<file path="src/rtl/sseg_scan_sched_if.sv">
// Producer-side write/commit port of the seven-segment scan scheduler.
interface sseg_scan_sched_if;
    logic       wr_valid;
    logic [1:0] wr_addr;
    logic [7:0] wr_data;
    logic       wr_ready;
    logic       commit;
    logic       commit_done;

    modport master (
        output wr_valid, wr_addr, wr_data, commit,
        input  wr_ready, commit_done
    );

    modport slave (
        input  wr_valid, wr_addr, wr_data, commit,
        output wr_ready, commit_done
    );
endinterface

</file>
<file path="src/rtl/sseg_scan_sched.sv">
// Time-multiplexed 3-digit seven-segment scan scheduler with shadow/active
// double buffering, inter-digit blanking and 4-bit PWM brightness.
module sseg_scan_sched #(
    parameter int unsigned SCAN_DIV  = 65536,
    parameter int unsigned BLANK_CYC = 256,
    parameter logic [7:0]  SEG_OFF   = 8'hFF
) (
    input  logic               clk,
    input  logic               rst_n,
    input  logic               hold,
    input  logic [3:0]         bright,
    sseg_scan_sched_if.slave   bus,
    output logic               frame_tick,
    output logic [7:0]         sseg,
    output logic [2:0]         en
);

    localparam int unsigned   CW        = $clog2(SCAN_DIV);
    localparam logic [CW-1:0] CNT_LAST  = CW'(SCAN_DIV - 1);
    localparam logic [CW-1:0] CNT_BLANK = CW'(BLANK_CYC);

    typedef enum logic {S_BLANK, S_ON}  scan_state_t;
    typedef enum logic {C_IDLE, C_PEND} commit_state_t;

    scan_state_t     state_q, state_d;
    commit_state_t   cst_q, cst_d;
    logic [CW-1:0]   slot_q, slot_d;
    logic [1:0]      digit_q, digit_d;
    logic [2:0]      en_q, en_d;
    logic [7:0]      sseg_q, sseg_d;
    logic            rdy_q, rdy_d;
    logic [2:0][7:0] shadow_q, shadow_d;
    logic [2:0][7:0] active_q, active_d;
    logic            done_c;
    logic            tick_c;
    logic            wrap_c;
    logic            lit_c;

    // State registers
    always_ff @(posedge clk or negedge rst_n) begin
        if (!rst_n) begin
            state_q  <= S_BLANK;
            cst_q    <= C_IDLE;
            slot_q   <= '0;
            digit_q  <= 2'd0;
            en_q     <= 3'b111;
            sseg_q   <= SEG_OFF;
            rdy_q    <= 1'b1;
            shadow_q <= {3{SEG_OFF}};
            active_q <= {3{SEG_OFF}};
        end else begin
            state_q  <= state_d;
            cst_q    <= cst_d;
            slot_q   <= slot_d;
            digit_q  <= digit_d;
            en_q     <= en_d;
            sseg_q   <= sseg_d;
            rdy_q    <= rdy_d;
            shadow_q <= shadow_d;
            active_q <= active_d;
        end
    end

    // Next-state: scan counter, output drive, write port and commit FSM
    always_comb begin
        state_d  = state_q;
        cst_d    = cst_q;
        slot_d   = slot_q;
        digit_d  = digit_q;
        en_d     = en_q;
        sseg_d   = sseg_q;
        shadow_d = shadow_q;
        active_d = active_q;
        done_c   = 1'b0;

        wrap_c = (slot_q == CNT_LAST);
        tick_c = !hold && wrap_c && (digit_q == 2'd2);
        lit_c  = (state_q == S_ON) && (slot_q[3:0] < bright);

        if (!hold) begin
            if (wrap_c) begin
                slot_d  = '0;
                digit_d = (digit_q == 2'd2) ? 2'd0 : digit_q + 2'd1;
            end else begin
                slot_d = slot_q + CW'(1);
            end
            state_d = (slot_d < CNT_BLANK) ? S_BLANK : S_ON;

            if (lit_c) begin
                case (digit_q)
                    2'd0:    begin en_d = 3'b110; sseg_d = active_q[0]; end
                    2'd1:    begin en_d = 3'b101; sseg_d = active_q[1]; end
                    default: begin en_d = 3'b011; sseg_d = active_q[2]; end
                endcase
            end else begin
                en_d   = 3'b111;
                sseg_d = SEG_OFF;
            end
        end

        // Address 3 is accepted but discarded
        if (bus.wr_valid && rdy_q) begin
            case (bus.wr_addr)
                2'd0:    shadow_d[0] = bus.wr_data;
                2'd1:    shadow_d[1] = bus.wr_data;
                2'd2:    shadow_d[2] = bus.wr_data;
                default: ;
            endcase
        end

        // Publish only on the frame boundary so active never tears mid-frame
        case (cst_q)
            C_IDLE: begin
                if (bus.commit) cst_d = C_PEND;
            end
            C_PEND: begin
                if (tick_c) begin
                    active_d = shadow_q;
                    done_c   = 1'b1;
                    cst_d    = C_IDLE;
                end
            end
            default: cst_d = C_IDLE;
        endcase

        rdy_d = (cst_d == C_IDLE);
    end

    assign bus.wr_ready    = rdy_q;
    assign bus.commit_done = done_c;
    assign frame_tick      = tick_c;
    assign sseg            = sseg_q;
    assign en              = en_q;

endmodule

</file>
<file path="src/flat_wrapper.sv">
// flat-port wrapper written by rule: the top's interface ports become plain ports
module sseg_scan_sched_flat 
#(
    parameter int unsigned SCAN_DIV  = 65536,
    parameter int unsigned BLANK_CYC = 256,
    parameter logic [7:0]  SEG_OFF   = 8'hFF
)
  (clk, rst_n, hold, bright, frame_tick, sseg, en, bus_wr_valid, bus_wr_addr, bus_wr_data, bus_commit, bus_wr_ready, bus_commit_done);
  sseg_scan_sched_if bus_i ();
  input  logic clk;
  input  logic rst_n;
  input  logic hold;
  input  logic [3:0] bright;
  output logic frame_tick;
  output logic [7:0] sseg;
  output logic [2:0] en;
  input wire logic [$bits(bus_i.wr_valid)-1:0] bus_wr_valid;
  input wire logic [$bits(bus_i.wr_addr)-1:0] bus_wr_addr;
  input wire logic [$bits(bus_i.wr_data)-1:0] bus_wr_data;
  input wire logic [$bits(bus_i.commit)-1:0] bus_commit;
  output wire logic [$bits(bus_i.wr_ready)-1:0] bus_wr_ready;
  output wire logic [$bits(bus_i.commit_done)-1:0] bus_commit_done;
  assign bus_i.wr_valid = bus_wr_valid;
  assign bus_i.wr_addr = bus_wr_addr;
  assign bus_i.wr_data = bus_wr_data;
  assign bus_i.commit = bus_commit;
  assign bus_wr_ready = bus_i.wr_ready;
  assign bus_commit_done = bus_i.commit_done;
  sseg_scan_sched #(.SCAN_DIV(SCAN_DIV), .BLANK_CYC(BLANK_CYC), .SEG_OFF(SEG_OFF)) u_core (.clk(clk), .rst_n(rst_n), .hold(hold), .bright(bright), .bus(bus_i), .frame_tick(frame_tick), .sseg(sseg), .en(en));
endmodule
</file>
<file path="config.mk">
export PLATFORM = sky130hd
export DESIGN_NAME = sseg_scan_sched_flat
export DESIGN_NICKNAME = d
export VERILOG_FILES = /design/src/rtl/sseg_scan_sched_if.sv /design/src/rtl/sseg_scan_sched.sv /design/src/flat_wrapper.sv
export SDC_FILE = /design/constraint.sdc
export NUM_CORES = 1
export LEC_CHECK = 0
export ABC_AREA = 0
export ABC_CLOCK_PERIOD_IN_PS = 3150
export CORE_ASPECT_RATIO = 1.5
export CORE_MARGIN = 10
export CORE_UTILIZATION = 35
export CTS_BUF_LIST = sky130_fd_sc_hd__clkbuf_16
export CTS_CLUSTER_DIAMETER = 80
export DETAILED_ROUTE_END_ITERATION = 16
export PLACE_DENSITY = 0.52
export SETUP_SLACK_MARGIN = 0.02
export SLEW_MARGIN = 20
export SYNTH_ARGS = -nofsm -noshare
export SYNTH_HDL_FRONTEND = slang
export SYNTH_SLANG_ARGS = --single-unit
</file>
<file path="constraint.sdc">
create_clock -name clk -period 3.15 [get_ports clk]
set_input_delay 0.7875 -clock clk [delete_from_list [all_inputs] [get_ports clk]]
set_output_delay 0.7875 -clock clk [all_outputs]
set_load 0.03 [all_outputs]
</file>
==> metrics.yaml <==
fp.dieArea_um2: 15400
status: "finished clean"
period_needed_ns: 2.96
synth_top_area_cell: "dfstp_2"
ys.flop_type: "dfstp_2"
report.power.total_mw: 2.79
p_leak_nw: 1.90
cp.required_ns: 2.36
synth_area_per_cell_um2: 13.1
dp_hpwl_mm: 5.43
critical-path-top-delay-family: "simple AND/OR/NAND/NOR gates"
core-area_um2: 10600
power.density_nw_per_um2: 605
reg2reg_slack_ns: 0.82
drt_drc_violations_left: 0
grt_remaining_overflow: 0
antenna_found_initial: 0
end_kind: "output port"
yosys.area_share.simple: 0.116
initial_utilization: 0.357
ios: 33
cts-root-buf: "clkbuf_16"
placed_area_um2: 4280
grt_first_pass_wirelength_mm: 13.1
slowest_stage: "dfrtp_1"
synth_adder_area_share: 0.0132
synth_warnings: 0
synth.area.mux_share: 0.214
ir_worst_vdd_mv: 0.281
cts_buffer_depth: 2
synth_cells: 289
crit_type: "register to output port"
async_reset_ff_frac: 1.00
cp_cell_sequence: "and4_4, and3_2, nand4_4, nor4b_4, buf_4, buf_12"
yosys_register_bits: 80
r2r_start: "u_core.slot_q[10]"
io_buffers: 32
viasPerCell: 4.86
post_route_cells_drive_above_1_share: 0.458
slew_headroom: 0.483
first_pass_iters: 4
cts_tree: "built"
gp_congestion: 0.827
yosysUniqueCellTypes: 45
clock_sinks: 80
tightest_slew_ns: 0.769
timing.final.max_slew_violations: 0
cts_made_buffers: 9
setup-tns-final_ns: 0
hold_buffers: 0
syn_nets: 312
final_hold_viol_count: 0
rows: 46
clkTransAtPathRegs_ns: 0.06
fin_crit_sh: 0.940
crit_buf_inv: 2
syn-cell-area_um2: 3780
grt_pass1_vias: 2478
clk_latency_ns: 0.33
synthTopCellsByArea: "dfstp_2, dfrtp_1, mux2_2, mux2_4, mux2i_1"
arrival_ns: 2.17
grt_start_max_net_pins: 50
fin_area_um2: 4620
setup_viol: 0
synth_compound_gate_area_share: 0.0619
drt_first_iter_violations: 29
ant_nets: 0
worst_hold_path_type: "primary input to asynchronous set/reset pin"
fill_cells: 1028
yosys.area_share.xor_xnor: 0.0232
synth_top_family_by_area: "multiplexers"
avgRoutedWirePerCell_um: 16.5
seq_area_frac_synth: 0.550
yosysTopAreaCellShare: 0.417
finClkSkew_ns: 0.00700
die_y_um: 147
path_max_fanout: 7
grt.total_usage: 0.108
layout.nets: 352
ff2ff_path_depth: 7
r2r-end: "u_core.active_q[12]"
fp.dieW_um: 105
slowest_delay_ns: 0.44
cts_max_level: 3
vias: 2321
max_freq_mhz: 338
routed_wl_mm: 7.88
area_growth_pct: 22.2
max_cap_violations: 0
worst_setup_path_start_kind: "register"
rsz0062_at_grt: "no"
n_antenna_cell: 0
synth_edf_count: 0
-- kinds of logic (layout without fill, tap and decap cells) --
kind of cell             count (synthesis)  in the layout
buffers and inverters                   17             62
flip-flops                              80             80
XOR/XNOR                                10             10
AND/OR/NAND/NOR                         72             72
adder cells (fa/ha/maj)                  4              4
AO/OA/AOI/OAI                           39             39
multiplexers                            67             67
-- report_power, final --
part	leakage, nW	total [mW]	internal [mW]	switching, mW
clock network	0.160	1.13	0.735	0.396
logic	0.866	0.417	0.175	0.242
registers	0.877	1.24	1.16	0.0818
-- registers in the layout (all words and copies together), names as in the netlist --
name / flops
u_core.sseg: 8
u_core.digit_q: 2
u_core.state_q: 1
u_core.bus.wr_ready: 1
u_core.cst_q: 1
u_core.en: 3
u_core.active_q: 24
u_core.slot_q: 16
u_core.shadow_q: 24
-- layout make-up --
| cell class | count | area (um2) | area share |
|---|---|---|---|
| sequential | 80 | 2080 | 0.450 |
| multi-input combinational | 192 | 1620 | 0.350 |
| timing repair buffer | 41 | 393 | 0.0851 |
| clock buffer | 10 | 250 | 0.0542 |
| tap | 144 | 180 | 0.0390 |
| clock inverter | 6 | 80.1 | 0.0173 |
| inverter | 5 | 18.8 | 0.00406 |
-- synth_stat cells (2+ instances only) --
cell      count
nand3_1       8
nor2b_1      14
dfrtp_1      20
a31oi_1       2
o21ai_0       9
nand4_1       3
nor3_1        4
buf_6         2
o31ai_1       4
ha_1          4
nand2_1      13
xnor2_1       9
a21oi_1      16
mux2_4       17
inv_1         5
nand2b_1      3
buf_2         2
mux2i_1       9
nor4_1        2
dfstp_2      60
mux2_2       41
nor2_1       12
a21o_1        2
and3_1        2
clkbuf_1      6
-- how the worst max path moves through the flow --
stage / startpoint / end / cells after the start
after floorplan: u_core.slot_q[0] / bus_commit_done / 8
after global placement: hold / bus_commit_done / 5
after detailed placement: hold / bus_commit_done / 5
after CTS: u_core.slot_q[9] / frame_tick / 6
after global routing: u_core.slot_q[10] / bus_commit_done / 7
final: u_core.slot_q[10] / frame_tick / 6
-- metal layers --
metal | global-route usage | up-vias | part of all wire
met2 | 0.182 | 32 | 0.52
met4 | 0.0434 | 0 | 0.015
met1 | 0.124 | 1175 | 0.44
li1 | - | 1105 | -
met5 | 0 | - | 0
met3 | 0.0306 | 9 | 0.031
-- stage by stage --
step / worst slack, ns / std cells / util / hold slack (ns)
floorplan: 0.141 / 289 / - / 0.453
global placement: 0.348 / 461 / 0.404 / 0.475
detailed placement: 0.356 / 461 / 0.404 / 0.480
CTS: 0.0264 / 478 / 0.436 / 0.490
global route: 0.0600 / 478 / 0.436 / 0.506
finish: 0.190 / 478 / 0.436 / 0.468
-- cell usage in the layout, fill, tap and decap left out, types with 5 or more instances in the layout --
cell type / instances
nor2b_1: 14
o21ai_0: 9
inv_1: 5
nand2_1: 13
clkbuf_16: 10
mux2i_1: 9
nand3_1: 8
mux2_4: 17
mux2_2: 41
clkdlybuf4s50_1: 29
xnor2_1: 9
a21oi_1: 16
nor2_1: 12
dfstp_2: 60
buf_4: 11
dfrtp_1: 19
-- timing repair --
item                                    CTS  global route
gates resized for setup                   0             2
hold endpoints to repair                  0             0
buffers inserted                          1             0
endpoints found under the setup margin    1             2
pin swaps                                 1             1
(Power assumes the default switching activity.)
